### src/rtl/wb_stage.sv
// rtl/wb_stage.sv - writeback stage: ALU/load results to register file write port
//
// Purpose: accepts completed ALU results and pending loads, waits for the data
// memory response, extends load data and drives the register file write port.
// x0 is never written.
//
// Optional feature macro: WB_BYPASS_EN (adds decode bypass ports).
//
// Ports:
//   clk_i              core clock, rising edge
//   rst_ni             asynchronous active-low reset
//   ex_valid_i         execute presents an instruction
//   ex_ready_o         instruction accepted this cycle (high only in IDLE)
//   ex_reg_we_i        instruction writes rd
//   ex_is_load_i       instruction is a load
//   ex_rd_i            destination register
//   ex_result_i        ALU result (ignored for loads)
//   ex_funct3_i        load width/sign
//   ex_addr_lo_i       load address bits [1:0]
//   dmem_resp_valid_i  load response valid pulse
//   dmem_resp_data_i   aligned word holding the load data
//   we_o               register file write enable
//   wb_addr_o          register file write address
//   wb_data_o          register file write data
//   resp_unexp_o       pulse: response arrived with no load pending
//   rs1_addr_i, rs2_addr_i, rs1_byp_hit_o, rs2_byp_hit_o, byp_data_o
//                      (WB_BYPASS_EN only) same-cycle write forwarding to decode

module wb_stage #(
    parameter int XLEN = 32
) (
    input  logic            clk_i,
    input  logic            rst_ni,
    input  logic            ex_valid_i,
    output logic            ex_ready_o,
    input  logic            ex_reg_we_i,
    input  logic            ex_is_load_i,
    input  logic [4:0]      ex_rd_i,
    input  logic [XLEN-1:0] ex_result_i,
    input  logic [2:0]      ex_funct3_i,
    input  logic [1:0]      ex_addr_lo_i,
    input  logic            dmem_resp_valid_i,
    input  logic [XLEN-1:0] dmem_resp_data_i,
`ifdef WB_BYPASS_EN
    input  logic [4:0]      rs1_addr_i,
    input  logic [4:0]      rs2_addr_i,
    output logic            rs1_byp_hit_o,
    output logic            rs2_byp_hit_o,
    output logic [XLEN-1:0] byp_data_o,
`endif
    output logic            we_o,
    output logic [4:0]      wb_addr_o,
    output logic [XLEN-1:0] wb_data_o,
    output logic            resp_unexp_o
);

    typedef enum logic {
        IDLE      = 1'b0,
        LOAD_WAIT = 1'b1
    } state_e;

    state_e            state_q, state_d;
    logic              we_q, we_d;
    logic [4:0]        wb_addr_q, wb_addr_d;
    logic [XLEN-1:0]   wb_data_q, wb_data_d;
    logic              resp_unexp_q, resp_unexp_d;

    // Load context captured at accept time, used when the response returns.
    logic              cap_we_q, cap_we_d;
    logic [4:0]        cap_rd_q, cap_rd_d;
    logic [2:0]        cap_funct3_q, cap_funct3_d;
    logic [1:0]        cap_addr_lo_q, cap_addr_lo_d;

    logic [XLEN-1:0]   load_data;

    // Select byte/halfword from the aligned word and extend to XLEN.
    function automatic logic [XLEN-1:0] extend_load(
        input logic [XLEN-1:0] data,
        input logic [2:0]      funct3,
        input logic [1:0]      addr_lo
    );
        logic [7:0]  byte_v;
        logic [15:0] half_v;
        case (addr_lo)
            2'd0:    byte_v = data[7:0];
            2'd1:    byte_v = data[15:8];
            2'd2:    byte_v = data[23:16];
            default: byte_v = data[31:24];
        endcase
        half_v = addr_lo[1] ? data[31:16] : data[15:0];
        case (funct3)
            3'b000:  extend_load = {{(XLEN-8){byte_v[7]}}, byte_v};
            3'b100:  extend_load = {{(XLEN-8){1'b0}}, byte_v};
            3'b001:  extend_load = {{(XLEN-16){half_v[15]}}, half_v};
            3'b101:  extend_load = {{(XLEN-16){1'b0}}, half_v};
            default: extend_load = data;
        endcase
    endfunction

    assign load_data  = extend_load(dmem_resp_data_i, cap_funct3_q, cap_addr_lo_q);
    assign ex_ready_o = (state_q == IDLE);

    always_comb begin
        state_d       = state_q;
        we_d          = 1'b0;
        wb_addr_d     = wb_addr_q;
        wb_data_d     = wb_data_q;
        resp_unexp_d  = 1'b0;
        cap_we_d      = cap_we_q;
        cap_rd_d      = cap_rd_q;
        cap_funct3_d  = cap_funct3_q;
        cap_addr_lo_d = cap_addr_lo_q;

        case (state_q)
            IDLE: begin
                // A response with nothing outstanding is dropped, even if a
                // load is being accepted in the same cycle.
                if (dmem_resp_valid_i) begin
                    resp_unexp_d = 1'b1;
                end
                if (ex_valid_i) begin
                    if (ex_is_load_i) begin
                        cap_we_d      = ex_reg_we_i;
                        cap_rd_d      = ex_rd_i;
                        cap_funct3_d  = ex_funct3_i;
                        cap_addr_lo_d = ex_addr_lo_i;
                        state_d       = LOAD_WAIT;
                    end else if (ex_reg_we_i && (ex_rd_i != 5'd0)) begin
                        we_d      = 1'b1;
                        wb_addr_d = ex_rd_i;
                        wb_data_d = ex_result_i;
                    end
                end
            end
            LOAD_WAIT: begin
                if (dmem_resp_valid_i) begin
                    state_d = IDLE;
                    if (cap_we_q && (cap_rd_q != 5'd0)) begin
                        we_d      = 1'b1;
                        wb_addr_d = cap_rd_q;
                        wb_data_d = load_data;
                    end
                end
            end
            default: state_d = IDLE;
        endcase
    end

    always_ff @(posedge clk_i or negedge rst_ni) begin
        if (!rst_ni) begin
            state_q       <= IDLE;
            we_q          <= 1'b0;
            wb_addr_q     <= 5'd0;
            wb_data_q     <= '0;
            resp_unexp_q  <= 1'b0;
            cap_we_q      <= 1'b0;
            cap_rd_q      <= 5'd0;
            cap_funct3_q  <= 3'd0;
            cap_addr_lo_q <= 2'd0;
        end else begin
            state_q       <= state_d;
            we_q          <= we_d;
            wb_addr_q     <= wb_addr_d;
            wb_data_q     <= wb_data_d;
            resp_unexp_q  <= resp_unexp_d;
            cap_we_q      <= cap_we_d;
            cap_rd_q      <= cap_rd_d;
            cap_funct3_q  <= cap_funct3_d;
            cap_addr_lo_q <= cap_addr_lo_d;
        end
    end

    assign we_o         = we_q;
    assign wb_addr_o    = wb_addr_q;
    assign wb_data_o    = wb_data_q;
    assign resp_unexp_o = resp_unexp_q;

`ifdef WB_BYPASS_EN
    // The register file read returns the pre-write value, so decode looks here.
    assign rs1_byp_hit_o = we_q && (wb_addr_q == rs1_addr_i);
    assign rs2_byp_hit_o = we_q && (wb_addr_q == rs2_addr_i);
    assign byp_data_o    = wb_data_q;
`endif

endmodule

### config.mk
export PLATFORM = sky130hd
export DESIGN_NAME = wb_stage
export DESIGN_NICKNAME = d
export VERILOG_FILES = /design/src/rtl/wb_stage.sv
export SDC_FILE = /design/constraint.sdc
export NUM_CORES = 1
export LEC_CHECK = 0
export CAP_MARGIN = 20
export CELL_PAD_IN_SITES_DETAIL_PLACEMENT = 1
export CELL_PAD_IN_SITES_GLOBAL_PLACEMENT = 2
export CORE_MARGIN = 2
export CORE_UTILIZATION = 25
export CTS_CLUSTER_SIZE = 24
export DETAILED_ROUTE_END_ITERATION = 16
export PLACE_DENSITY = 0.93
export SLEW_MARGIN = 20
export SYNTH_ARGS = -nofsm -noshare
export SYNTH_HDL_FRONTEND = slang
export SYNTH_SLANG_ARGS = --single-unit
### constraint.sdc
create_clock -name clk_i -period 5.1 [get_ports clk_i]
set_input_delay 1.02 -clock clk_i [delete_from_list [all_inputs] [get_ports clk_i]]
set_output_delay 1.02 -clock clk_i [all_outputs]
set_load 0.01 [all_outputs]
Word level (Yosys, flattened, before mapping)
Index checks and enable logic that the tools add are counted.
{ "word_totals": {"ff_bits": 51, "latch_bits": 0, "ramBits": 0, "rom_bits": 0, "input_bits": 80, "out_inout_bits": 40, "n_memories": 0} }
{ "classes": {"addsub": 0, "multipliers": 0, "div": 0, "magnitude_cmp": 0, "n_eq_ne": 10, "n_shift": 0, "mux": 27, "bitwise_logic": 1, "n_reduce_logical": 8} }
{ "op_table": {"columns": ["op", "count"], "rows": [
  ["$mux W32", 5],
  ["$pmux W32 S4", 1],
  ["$pmux W32 S2", 1],
  ["$mux W5", 5],
  ["$pmux W8 S3", 1],
  ["$mux W16", 1],
  ["$mux W1", 10],
  ["$pmux W5 S2", 1],
  ["$reduce_bool A5 Y1", 2],
  ["$eq A3 B3 Y1 const B", 2],
  ["$ne A2 B2 Y1 const B", 3],
  ["$reduce_and A5 Y1", 1],
  ["$ne A2 B1 Y1 const B", 2],
  ["$pmux W1 S2", 2],
  ["$eq A3 B1 Y1 const B", 1],
  ["$logic_not A3 Y1", 1],
  ["$reduce_and A3 Y1", 1],
  ["$eq A2 B1 Y1 const B", 1],
  ["$eq A2 B2 Y1 const B", 1],
  ["$logic_and A1 B1 Y1", 2],
  ["$logic_not A2 Y1", 1],
  ["$not A1 Y1", 1]
]} }

Longest topological paths before layout
Gate-level depths: netlist of the first run.
{ "depth": {"ltp_word": 6, "depth_mapped": 7, "depth_no_buf": 5} }

Worst setup path after synthesis of the first run
Ideal clock, no wire load.
{ "synth_path": {"path_kind": "input -> register", "start": "input ex_rd_i[3]", "end": "register wb_data_q[28], in the netlist wb_data_o[28]", "setup_time_ps": 130, "t_arrival_ps": 2229, "t_required_ps": 4970, "setup_slack_ps": 2741, "path_stages": 7, "n_path_buf": 2, "path_cell_list": "or4_1 -> o21ai_0 -> nand2_1 -> buf_2 -> clkbuf_1 -> nor2_1 -> a31oi_1"} }
{ "synth_between": {"elab_chain_cells": 4} }
{ "synth_rtl": {"columns": ["item", "line_no", "rtl"], "rows": [
  ["start, declared", "38", "input logic [4:0] ex_rd_i,"],
  ["$reduce_bool A5 Y1", "128", "end else if (ex_reg_we_i && (ex_rd_i != 5'd0)) begin"],
  ["$logic_and A1 B1 Y1", "128", null],
  ["$ne A2 B1 Y1 (no source line)", null, null],
  ["$reduce_and A5 Y1 (no source line)", null, null],
  ["end signal, assigned", "164", "wb_data_q <= wb_data_d;"],
  ["end, declared", "65", "logic [XLEN-1:0] wb_data_q, wb_data_d;"]
]} }
Every way passes these cells.
A chain may end at the register's enable or synchronous reset.

Worst setup path after layout of the first run
{ "layout_path": {"start": "input ex_rd_i[3]", "end": "register wb_data_q[29], in the netlist wb_data_o[29]"} }
Same word-level chain as after synthesis.

==> results by group, run 1 <==
Route
  • Drt wl/cell: 17.5 µm
  • Vias per cell: 4.92
  • Drt drc: 0
  • DRT Wirelength: 9670 µm
  • Routed Antenna Nets: 0
  • DR vias: 2,723
  • Number of DRC markers in iteration 0: 84
  • TritonRoute pass-1 iters: 4

Timing
  • Slew @ Worst Pin: 1.03 ns
  • Unrepaired setup endpoints after global routing: no
  • Clk_skew: 0.00484 ns
  • Endpoints failing hold: 0
  • WHS: 0.531 ns
  • Max Clk Rate: 311 MHz
  • Final setup violation count: 0
  • Worst slew margin: 0.311
  • Final Max Tran Viols: 0
  • Fin worst setup slack: 1.89 ns
  • Min Clock Period, post-route: 3.21 ns
  • Post-route setup TNS: 0 ns
  • Tcrit/Tclk final: 0.630

Floorplanning
  • Initial core utilization: 0.254
  • Die ar.: 0.0118 mm²
  • Core area: 0.0107 mm²
  • Die H: 109 µm
  • Cell row count: 38
  • Num ports: 120
  • Die span in x: 109 µm

Placement
  • Post-DP HPWL: 7120 µm
  • DP Worst Slack: 1.53 ns
  • I/O Buffers: 119
  • Global placement routability congestion: 0.703
  • Placed instance count: 545

Outcome
  • Outcome: finished clean

Pwr
  • Flop pwr share: 0.387
  • Comb pwr share: 0.410
  • Maximum vdd drop: 187 µV
  • Sw Ratio: 0.333
  • Total power: 0.00169 W
  • Pleak: 1.64 nW
  • Pwr Density: 407 mW/mm²
  • Clock share of power: 0.203
  • Switching Power: 0.000563 W
  • Cell internal pwr: 0.00113 W

CTS
  • Setup repair bufs after CTS: 0
  • Num CTS Buffers: 5
  • H-Tree Depth: 2
  • Clk pin slew, worst setup/hold paths: 0.10 ns
  • Hold-fix buffers, CTS: 0
  • Sink Count: 51
  • Root Buffer: clkbuf_8
  • CTS tree: built
  • Clock Latency Late Sink: 0.31 ns
  • Post-cts sizing count: 0
  • CTS max path bufs: 2

Setup path
  • Req. time, crit path: 5.25 ns
  • Crit path arrival time: 3.36 ns
  • CP Max Fanout: 45
  • CP Launch Type: primary input
  • Crit Path Class: primary input to flop
  • Critical Path End Type: flop
  • R2R cell count: 5

Worst hold path
  • Worst hold-check path type: flop to flop
  • Worst hold path depth: 1

Job
  • Max-Cap Viols: 0

GRT
  • Initial antenna violation count: 0
  • GRT Overall Usage: 0.165
  • Remaining Overflow, GRT: 0
  • Vias in the first global route: 2,845
  • First-pass GRT wire length: 15,000 µm
  • Largest net degree at the start of global routing: 52

Layout
  • Area delta synth->final: 51.8%
  • Most common cell after layout, fill and taps aside: clkdlybuf4s50_1
  • Ant diodes: 0
  • Filler cell count: 1,261
  • Layout cells sized above 1: 0.0678
  • Most frequent cells in the layout: clkdlybuf4s50_1, dfrtp_1, a21oi_1, nor2_1, a31oi_1
  • Non-filler instance count after layout: 553
  • Nets: 492

Yosys
  • Syn Inst Count: 308
  • Synth Cell Area: 0.00273 mm²
  • Synth Register Bits: 51
  • Syn_area_per_cell: 8.88 µm²
  • Post-synthesis sequential area ratio: 0.467
  • Yosys warns: 0
  • Netlist cell types: 28
  • Syn nets: 388
## critical path, stage by stage
cell	delay, ns
clkdlybuf4s50_1	0.45
or4_1	0.54
o21ai_0	0.22
nand2_2	0.50
buf_4	0.44
nor2_1	0.12
a31oi_1	0.05
## cells in the mapped netlist (all sizes together)
cell type	instances	area [µm²]
nand3	1	5.00
clkbuf	16	60.1
o221ai	9	78.8
o21ai	12	60.1
or2b	3	22.5
or4	2	15.0
nor2	47	176
clkinv	1	3.75
nor2b	3	18.8
nor3b	7	52.6
a221oi	1	8.76
o2111ai	1	8.76
inv	2	7.51
a31oi	31	194
mux2	12	135
buf	10	55.1
nand2b	3	18.8
dfrtp	51	1280
and3	18	113
a211o	1	8.76
nor4bb	1	10.0
a21oi	48	240
nand2	19	71.3
a211oi	1	12.5
mux2i	7	70.1
or3	1	11.3
## sequential cells by signal, summed over array words and instances (netlist names)
signal and flops:
resp_unexp_o 1, state_q 1, cap_we_q 1, wb_data_o 32, we_o 1, cap_funct3_q 3
cap_addr_lo_q 2, wb_addr_o 5, cap_rd_q 5
## through the flow
stage / utilization / area [µm²]
3_3_place_gp: 0.373 / 4010
5_1_grt: 0.386 / 4150
2_1_floorplan: - / 2730
4_1_cts: 0.386 / 4150
6_report: 0.386 / 4150
3_5_place_dp: 0.373 / 4010
## power by group through the flow
stage	Sequential, W	Combinational (W)	Clock (W)
global route	0.000678	0.000759	0.000366
CTS	0.000657	0.000704	0.000354
finish	0.000654	0.000694	0.000343
detailed placement	0.000667	0.000701	0
floorplan	0.000682	0.000283	0
global placement	0.000661	0.000684	0
## kinds of logic (layout without fill, tap and decap cells)
| group | Yosys count | in the layout | share of synthesized area |
|---|---|---|---|
| AOI/OAI and AO/OA | 104 | 104 | 0.224 |
| DFF | 51 | 51 | 0.467 |
| muxes | 19 | 19 | 0.0751 |
| and+or+nand+nor | 105 | 105 | 0.188 |
| buffers and inverters | 29 | 134 | 0.0462 |
## final timing paths
| path | from | to | slack, ns |
|---|---|---|---|
| hold reg to reg | cap_we_q$_DFFE_PN0P_ | cap_we_q$_DFFE_PN0P_ | 0.53 |
| setup reg to reg | cap_funct3_q[0]$_DFFE_PN0P_ | wb_data_o[12]$_DFFE_PN0P_ | 2.47 |
| max in group asynchronous | rst_ni | wb_data_o[7]$_DFFE_PN0P_ | 3.83 |
| setup / recovery | ex_rd_i[3] | wb_data_o[29]$_DFFE_PN0P_ | 1.89 |
| min in group asynchronous | rst_ni | wb_data_o[16]$_DFFE_PN0P_ | 0.82 |
| hold / removal | cap_we_q$_DFFE_PN0P_ | cap_we_q$_DFFE_PN0P_ | 0.53 |
## final cells by class
cell class	instances	area, µm²	area share
Clock inverter	3	67.6	0.0163
Inverter	3	11.3	0.00271
Sequential cell	51	1280	0.308
Multi-Input combinational cell	228	1330	0.321
Timing Repair Buffer	123	1220	0.293
Tap cell	140	175	0.0422
Clock buffer	5	68.8	0.0166
## per-layer routing
| layer | global-route usage | vias to the layer above | part of all wire |
|---|---|---|---|
| met5 | 0 | - | 0 |
| met4 | 0.0311 | 0 | 0.012 |
| met3 | 0.0374 | 12 | 0.059 |
| met2 | 0.288 | 72 | 0.49 |
| met1 | 0.210 | 1310 | 0.44 |
| li1 | - | 1329 | - |
Note: power is estimated with default switching activity, not from simulation.
==> run 2, diff against run 1 <==
--- a/config.mk
+++ b/config.mk
@@ -9,10 +9,10 @@
 export CELL_PAD_IN_SITES_DETAIL_PLACEMENT = 1
 export CELL_PAD_IN_SITES_GLOBAL_PLACEMENT = 2
 export CORE_MARGIN = 2
-export CORE_UTILIZATION = 25
+export CORE_UTILIZATION = 21
 export CTS_CLUSTER_SIZE = 24
 export DETAILED_ROUTE_END_ITERATION = 16
-export PLACE_DENSITY = 0.93
+export PLACE_DENSITY = 0.85
 export SLEW_MARGIN = 20
 export SYNTH_ARGS = -nofsm -noshare
 export SYNTH_HDL_FRONTEND = slang
==> constraint.sdc (replaced) <==
create_clock -name clk_i -period 2.7 [get_ports clk_i]
set_input_delay 0.54 -clock clk_i [delete_from_list [all_inputs] [get_ports clk_i]]
set_output_delay 0.54 -clock clk_i [all_outputs]
set_load 0.01 [all_outputs]
==> run 2 against run 1 <==
Net effect:
- utilization is 5.0 points lower
- sequential share of layout area down 0.77 points
- global-route usage shrank 1.6 points
- critical endpoint is now wb_data_o[20]$_DFFE_PN0P_
==> results by group, run 2 (synthesized netlist as in run 1, its figures left out) <==
Timing
  • Final setup violation count: 0
  • Worst slew margin: 0.539
  • Post-route setup TNS: 0 ns
  • Endpoints failing hold: 0
  • Clk_skew: 0.00857 ns
  • Slew @ Worst Pin: 0.692 ns
  • Max Clk Rate: 460 MHz
  • Min Clock Period, post-route: 2.17 ns
  • Unrepaired setup endpoints after global routing: no
  • Tcrit/Tclk final: 0.805
  • Final Max Tran Viols: 0

Setup path
  • Critical path's slowest cell: clkdlybuf4s50_1
  • R2R cell count: 4
  • Critical Path Start: dmem_resp_data_i[23]
  • Worst r2r src: cap_addr_lo_q[1]$_DFFE_PN0P_
  • Worst r2r dst: wb_data_o[20]$_DFFE_PN0P_
  • WP depth: 5
  • Critical Path Max Stage Delay: 0.53 ns
  • Crit Path Class: primary input to flop
  • Flop-to-flop setup slack: 0.67 ns
  • Req. time, crit path: 2.90 ns
  • Critical Path End Type: flop
  • CP Cell Sequence: clkdlybuf4s50_1, mux2i_1, or3_4, a211o_1, a31oi_1
  • Crit path arrival time: 2.38 ns
  • WP buf/inv: 1
  • CP Launch Type: primary input
  • CP Max Fanout: 16
  • Critical path's top delay family: compound AO/OA/AOI/OAI gates
  • Crit path capture: wb_data_o[20]$_DFFE_PN0P_

Layout
  • Area delta synth->final: 55.7%
  • Filler cell count: 1,488
  • Multi-input logic area: 0.00133 mm²
  • Layout cells sized above 1: 0.0811
  • Largest register FFs: 32
  • Register Area: 0.00128 mm²
  • Ant diodes: 0
  • Most frequent cells in the layout: clkdlybuf4s50_1, dfrtp_1, a21oi_1, nor2_1, a31oi_1
  • Nets: 498
  • Most common cell after layout, fill and taps aside: clkdlybuf4s50_1
  • Finished Cell Area: 0.00426 mm²

Pwr
  • Pwr Density: 762 mW/mm²
  • Flop pwr share: 0.373
  • Clock share of power: 0.199
  • Switching Power: 0.00112 W
  • Pleak: 1.68 nW
  • Total power: 0.00324 W
  • Sw Ratio: 0.344
  • Cell internal pwr: 0.00213 W
  • Comb pwr share: 0.428
  • Maximum vdd drop: 288 µV

Route
  • Routed Antenna Nets: 0
  • Number of DRC markers in iteration 0: 134
  • DR vias: 2,775
  • TritonRoute pass-1 iters: 4
  • Drt drc: 0
  • Vias per cell: 4.70
  • Drt wl/cell: 17.6 µm
  • DRT Wirelength: 10,400 µm

CTS
  • Root Buffer: clkbuf_16
  • Post-cts sizing count: 0
  • Hold-fix buffers, CTS: 0
  • Clk pin slew, worst setup/hold paths: 0.07 ns
  • Sink Count: 51
  • Num CTS Buffers: 5
  • Setup repair bufs after CTS: 0
  • CTS tree: built
  • Clock Latency Late Sink: 0.30 ns
  • CTS max path bufs: 2
  • H-Tree Depth: 2

GRT
  • GRT Overall Usage: 0.149
  • Largest net degree at the start of global routing: 76
  • First-pass GRT wire length: 16,600 µm
  • Initial antenna violation count: 0
  • Remaining Overflow, GRT: 0
  • Vias in the first global route: 3,005

Placement
  • Global placement routability congestion: 0.767
  • Post-DP HPWL: 7930 µm
  • Placed cell areas: 0.00411 mm²
  • I/O Buffers: 119

Outcome
  • Outcome: finished clean

Floorplanning
  • Die ar.: 0.0139 mm²
  • Num ports: 120
  • Cell row count: 41
  • Die span in x: 118 µm
  • Initial core utilization: 0.216
  • Die H: 118 µm
  • Core area: 0.0127 mm²

Job
  • Max-Cap Viols: 0

Worst hold path
  • Worst hold-check path type: primary input to async pin
[run 2: cell count changes in the layout (fill, tap and decap cells not counted)]
cell / delta
bufinv_16: -2
buf_12: +1
clkbuf_16: +5
clkinv_2: +1
clkbuf_8: -5
buf_4: +5
clkinvlp_4: +1
[run 2: cell type report]
class	instances	area share
clock buffer	5	0.0294
multi-input combinational	228	0.313
tap	172	0.0506
sequential	51	0.300
clock inverter	3	0.00470
timing repair buffer	129	0.299
inverter	3	0.00265
[run 2: power groups by stage]
stage / Clock (W) / Sequential, W / Combinational, W
6_report: 0.000645 / 0.00121 / 0.00139
5_1_grt: 0.000698 / 0.00125 / 0.00151
4_1_cts: 0.000668 / 0.00122 / 0.00141
3_5_place_dp: 0 / 0.00123 / 0.00140
3_3_place_gp: 0 / 0.00122 / 0.00136
2_1_floorplan: 0 / 0.00129 / 0.000534
[run 2: metal layers]
layer / part of all wire / GRT usage / vias to the layer above
li1: - / - / 1334
met1: 0.44 / 0.190 / 1356
met2: 0.50 / 0.260 / 76
met3: 0.047 / 0.0334 / 9
met4: 0.011 / 0.0286 / 0
met5: 0 / 0 / -
[run 2: worst min-delay path by stage]
| stage | from | end | slack, ns | cells past startpoint |
|---|---|---|---|---|
| after global routing | rst_ni | wb_data_o[14]$_DFFE_PN0P_ | 0.44 | 2 |
| after detailed placement | cap_we_q$_DFFE_PN0P_ | cap_we_q$_DFFE_PN0P_ | 0.49 | 1 |
| after floorplan | rst_ni | cap_addr_lo_q[0]$_DFFE_PN0P_ | 0.24 | 0 |
| after global placement | state_q$_DFF_PN0_ | resp_unexp_o$_DFF_PN0_ | 0.49 | 1 |
| after CTS | rst_ni | wb_data_o[4]$_DFFE_PN0P_ | 0.41 | 2 |
| final | rst_ni | wb_data_o[14]$_DFFE_PN0P_ | 0.38 | 2 |
[run 2: worst register-to-register path, cell delays in order (launching register included)]
cell     delay [ns]
dfrtp_1        0.58
mux2i_1        0.16
or3_4          0.37
a211o_1        0.51
a31oi_1        0.31
[run 2: through the flow]
stage,instances,setup slack (ns),hold slack (ns),util
floorplan,308,0.821,0.244,-
global placement,583,0.326,0.486,0.324
detailed placement,583,0.210,0.494,0.324
CTS,591,0.520,0.413,0.336
global route,591,0.464,0.436,0.336
finish,591,0.526,0.384,0.336
==> run 3, diff against run 2 <==
--- a/config.mk
+++ b/config.mk
@@ -9,10 +9,10 @@
 export CELL_PAD_IN_SITES_DETAIL_PLACEMENT = 1
 export CELL_PAD_IN_SITES_GLOBAL_PLACEMENT = 2
 export CORE_MARGIN = 2
-export CORE_UTILIZATION = 21
+export CORE_UTILIZATION = 24
 export CTS_CLUSTER_SIZE = 24
 export DETAILED_ROUTE_END_ITERATION = 16
-export PLACE_DENSITY = 0.85
+export PLACE_DENSITY = 0.9
 export SLEW_MARGIN = 20
 export SYNTH_ARGS = -nofsm -noshare
 export SYNTH_HDL_FRONTEND = slang
==> constraint.sdc (replaced) <==
create_clock -name clk_i -period 2.25 [get_ports clk_i]
set_input_delay 0.45 -clock clk_i [delete_from_list [all_inputs] [get_ports clk_i]]
set_output_delay 0.45 -clock clk_i [all_outputs]
set_load 0.01 [all_outputs]
==> run 3 against run 2 <==
Net effect:
- non-clock buffer count rose by 3
- critical endpoint is now ex_ready_o
- register-to-register slack got worse by 0.26 ns
- utilization grew 5.3 points
- design area increased by 0.35%
- largest power group unchanged
- sequential power rose by 21%
- clock power up 24%
- worst hold slack got worse by 0.23 ns
- wire length fell by 2.8%
- flip-flop and latch count unchanged
==> results by group, run 3 (synthesized netlist as in run 1, its figures left out) <==
Outcome
  • Outcome: finished clean

Layout
  • Layout Utilization: 0.389
  • Most frequent cells in the layout: clkdlybuf4s50_1, dfrtp_1, a21oi_1, nor2_1, a31oi_1
  • Finished Cell Area: 0.00427 mm²
  • Register Area: 0.00128 mm²
  • Most common cell after layout, fill and taps aside: clkdlybuf4s50_1
  • Largest register FFs: 32
  • Nets: 501
  • Ant diodes: 0
  • Layout cells sized above 1: 0.0877
  • Filler cell count: 1,264
  • Area delta synth->final: 56.2%
  • Multi-input logic area: 0.00133 mm²

Setup path
  • Critical Path End Type: output port
  • Crit path arrival time: 1.62 ns
  • Worst r2r src: state_q$_DFF_PN0_
  • Worst r2r dst: cap_funct3_q[0]$_DFFE_PN0P_
  • CP Max Fanout: 11
  • CP Launch Type: flop
  • R2R cell count: 3
  • Req. time, crit path: 1.80 ns
  • Crit Path Class: flop to output port
  • Flop-to-flop setup slack: 0.41 ns

Timing
  • Final setup violation count: 0
  • WHS: 0.154 ns
  • Unrepaired setup endpoints after global routing: no
  • Min Clock Period, post-route: 2.07 ns
  • Max Clk Rate: 483 MHz
  • Final Max Tran Viols: 0
  • Tcrit/Tclk final: 0.921
  • Slew @ Worst Pin: 0.612 ns
  • Worst slew margin: 0.591
  • Endpoints failing hold: 0
  • Clk_skew: 0.00705 ns
  • Fin worst setup slack: 0.178 ns

Pwr
  • Pwr Density: 921 mW/mm²
  • Sw Ratio: 0.339
  • Maximum vdd drop: 372 µV
  • Switching Power: 0.00133 W
  • Total power: 0.00393 W
  • Comb pwr share: 0.423
  • Pleak: 1.71 nW
  • Cell internal pwr: 0.00260 W
  • Clock share of power: 0.203
  • Flop pwr share: 0.374

GRT
  • Initial antenna violation count: 0
  • GRT Overall Usage: 0.163
  • Vias in the first global route: 2,933
  • First-pass GRT wire length: 16,000 µm
  • Largest net degree at the start of global routing: 48
  • Remaining Overflow, GRT: 0

Job
  • Max-Cap Viols: 0

CTS
  • Post-cts sizing count: 0
  • CTS max path bufs: 2
  • Root Buffer: clkbuf_16
  • Clk pin slew, worst setup/hold paths: 0.07 ns
  • Sink Count: 51
  • CTS tree: built
  • Num CTS Buffers: 5
  • Hold-fix buffers, CTS: 0
  • Clock Latency Late Sink: 0.29 ns
  • Setup repair bufs after CTS: 0
  • H-Tree Depth: 2

Floorplanning
  • Core area: 0.0110 mm²
  • Initial core utilization: 0.249
  • Die ar.: 0.0123 mm²
  • Die span in x: 111 µm
  • Die H: 111 µm
  • Num ports: 120
  • Cell row count: 38

Placement
  • Post-DP HPWL: 7950 µm
  • DP Worst Slack: -0.0481 ns
  • Global placement routability congestion: 0.843
  • Placed cell areas: 0.00412 mm²
  • I/O Buffers: 119

Route
  • DR vias: 2,756
  • Drt drc: 0
  • Vias per cell: 4.90
  • DRT Wirelength: 10,100 µm
  • Routed Antenna Nets: 0
  • Drt wl/cell: 18.0 µm
  • TritonRoute pass-1 iters: 4
  • Number of DRC markers in iteration 0: 111

Worst hold path
  • Worst hold-check path type: primary input to async pin
## run 3: changes by cell type in the layout (fill, tap and decap cells not counted)
| cell | change |
|---|---|
| inv_6 | +1 |
| buf_4 | +1 |
| buf_12 | +2 |
| clkinvlp_4 | -2 |
| clkbuf_8 | +1 |
## run 3: layout make-up
class,instances,share of cell area
multi-input combinational,228,0.312
timing repair buffer,132,0.309
sequential,51,0.299
tap,140,0.0410
clock buffer,6,0.0325
clock inverter,2,0.00322
inverter,3,0.00264
## run 3: power by group through the flow
stage / registers, W / logic [W] / clock network [W]
floorplan: 0.00154 / 0.000641 / 0
global placement: 0.00147 / 0.00163 / 0
detailed placement: 0.00149 / 0.00168 / 0
CTS: 0.00148 / 0.00168 / 0.000823
global route: 0.00152 / 0.00181 / 0.000855
finish: 0.00147 / 0.00166 / 0.000799
## run 3: how the worst max path moves through the flow
stage / from / end / slack (ns) / cells after the start
finish: state_q$_DFF_PN0_ / ex_ready_o / 0.18 / 2
global route: state_q$_DFF_PN0_ / ex_ready_o / 0.08 / 2
CTS: state_q$_DFF_PN0_ / ex_ready_o / 0.16 / 2
detailed placement: ex_rd_i[2] / wb_addr_o[0]$_DFFE_PN0P_ / -0.05 / 7
global placement: ex_rd_i[3] / wb_data_o[12]$_DFFE_PN0P_ / 0.002 / 7
floorplan: ex_rd_i[3] / wb_data_o[28]$_DFFE_PN0P_ / 0.46 / 7
## run 3: through the flow
stage / TNS [ns] / cells
after floorplan: 0 / 308
after global placement: 0 / 554
after detailed placement: -0.410 / 554
after CTS: 0 / 562
after global routing: 0 / 562
final: 0 / 562
## run 3: per-layer routing
metal  track usage  vias to the layer above  part of all wire
met1         0.225                     1323              0.47
met3        0.0290                        7             0.051
met5             0                        -                 0
li1              -                     1341                 -
met4        0.0258                        0            0.0051
met2         0.271                       85              0.48
## run 3: critical path, stage by stage, from the launching register on
cell and delay [ns]:
dfrtp_1 0.39, clkinv_1 0.34, clkdlybuf4s50_1 0.60
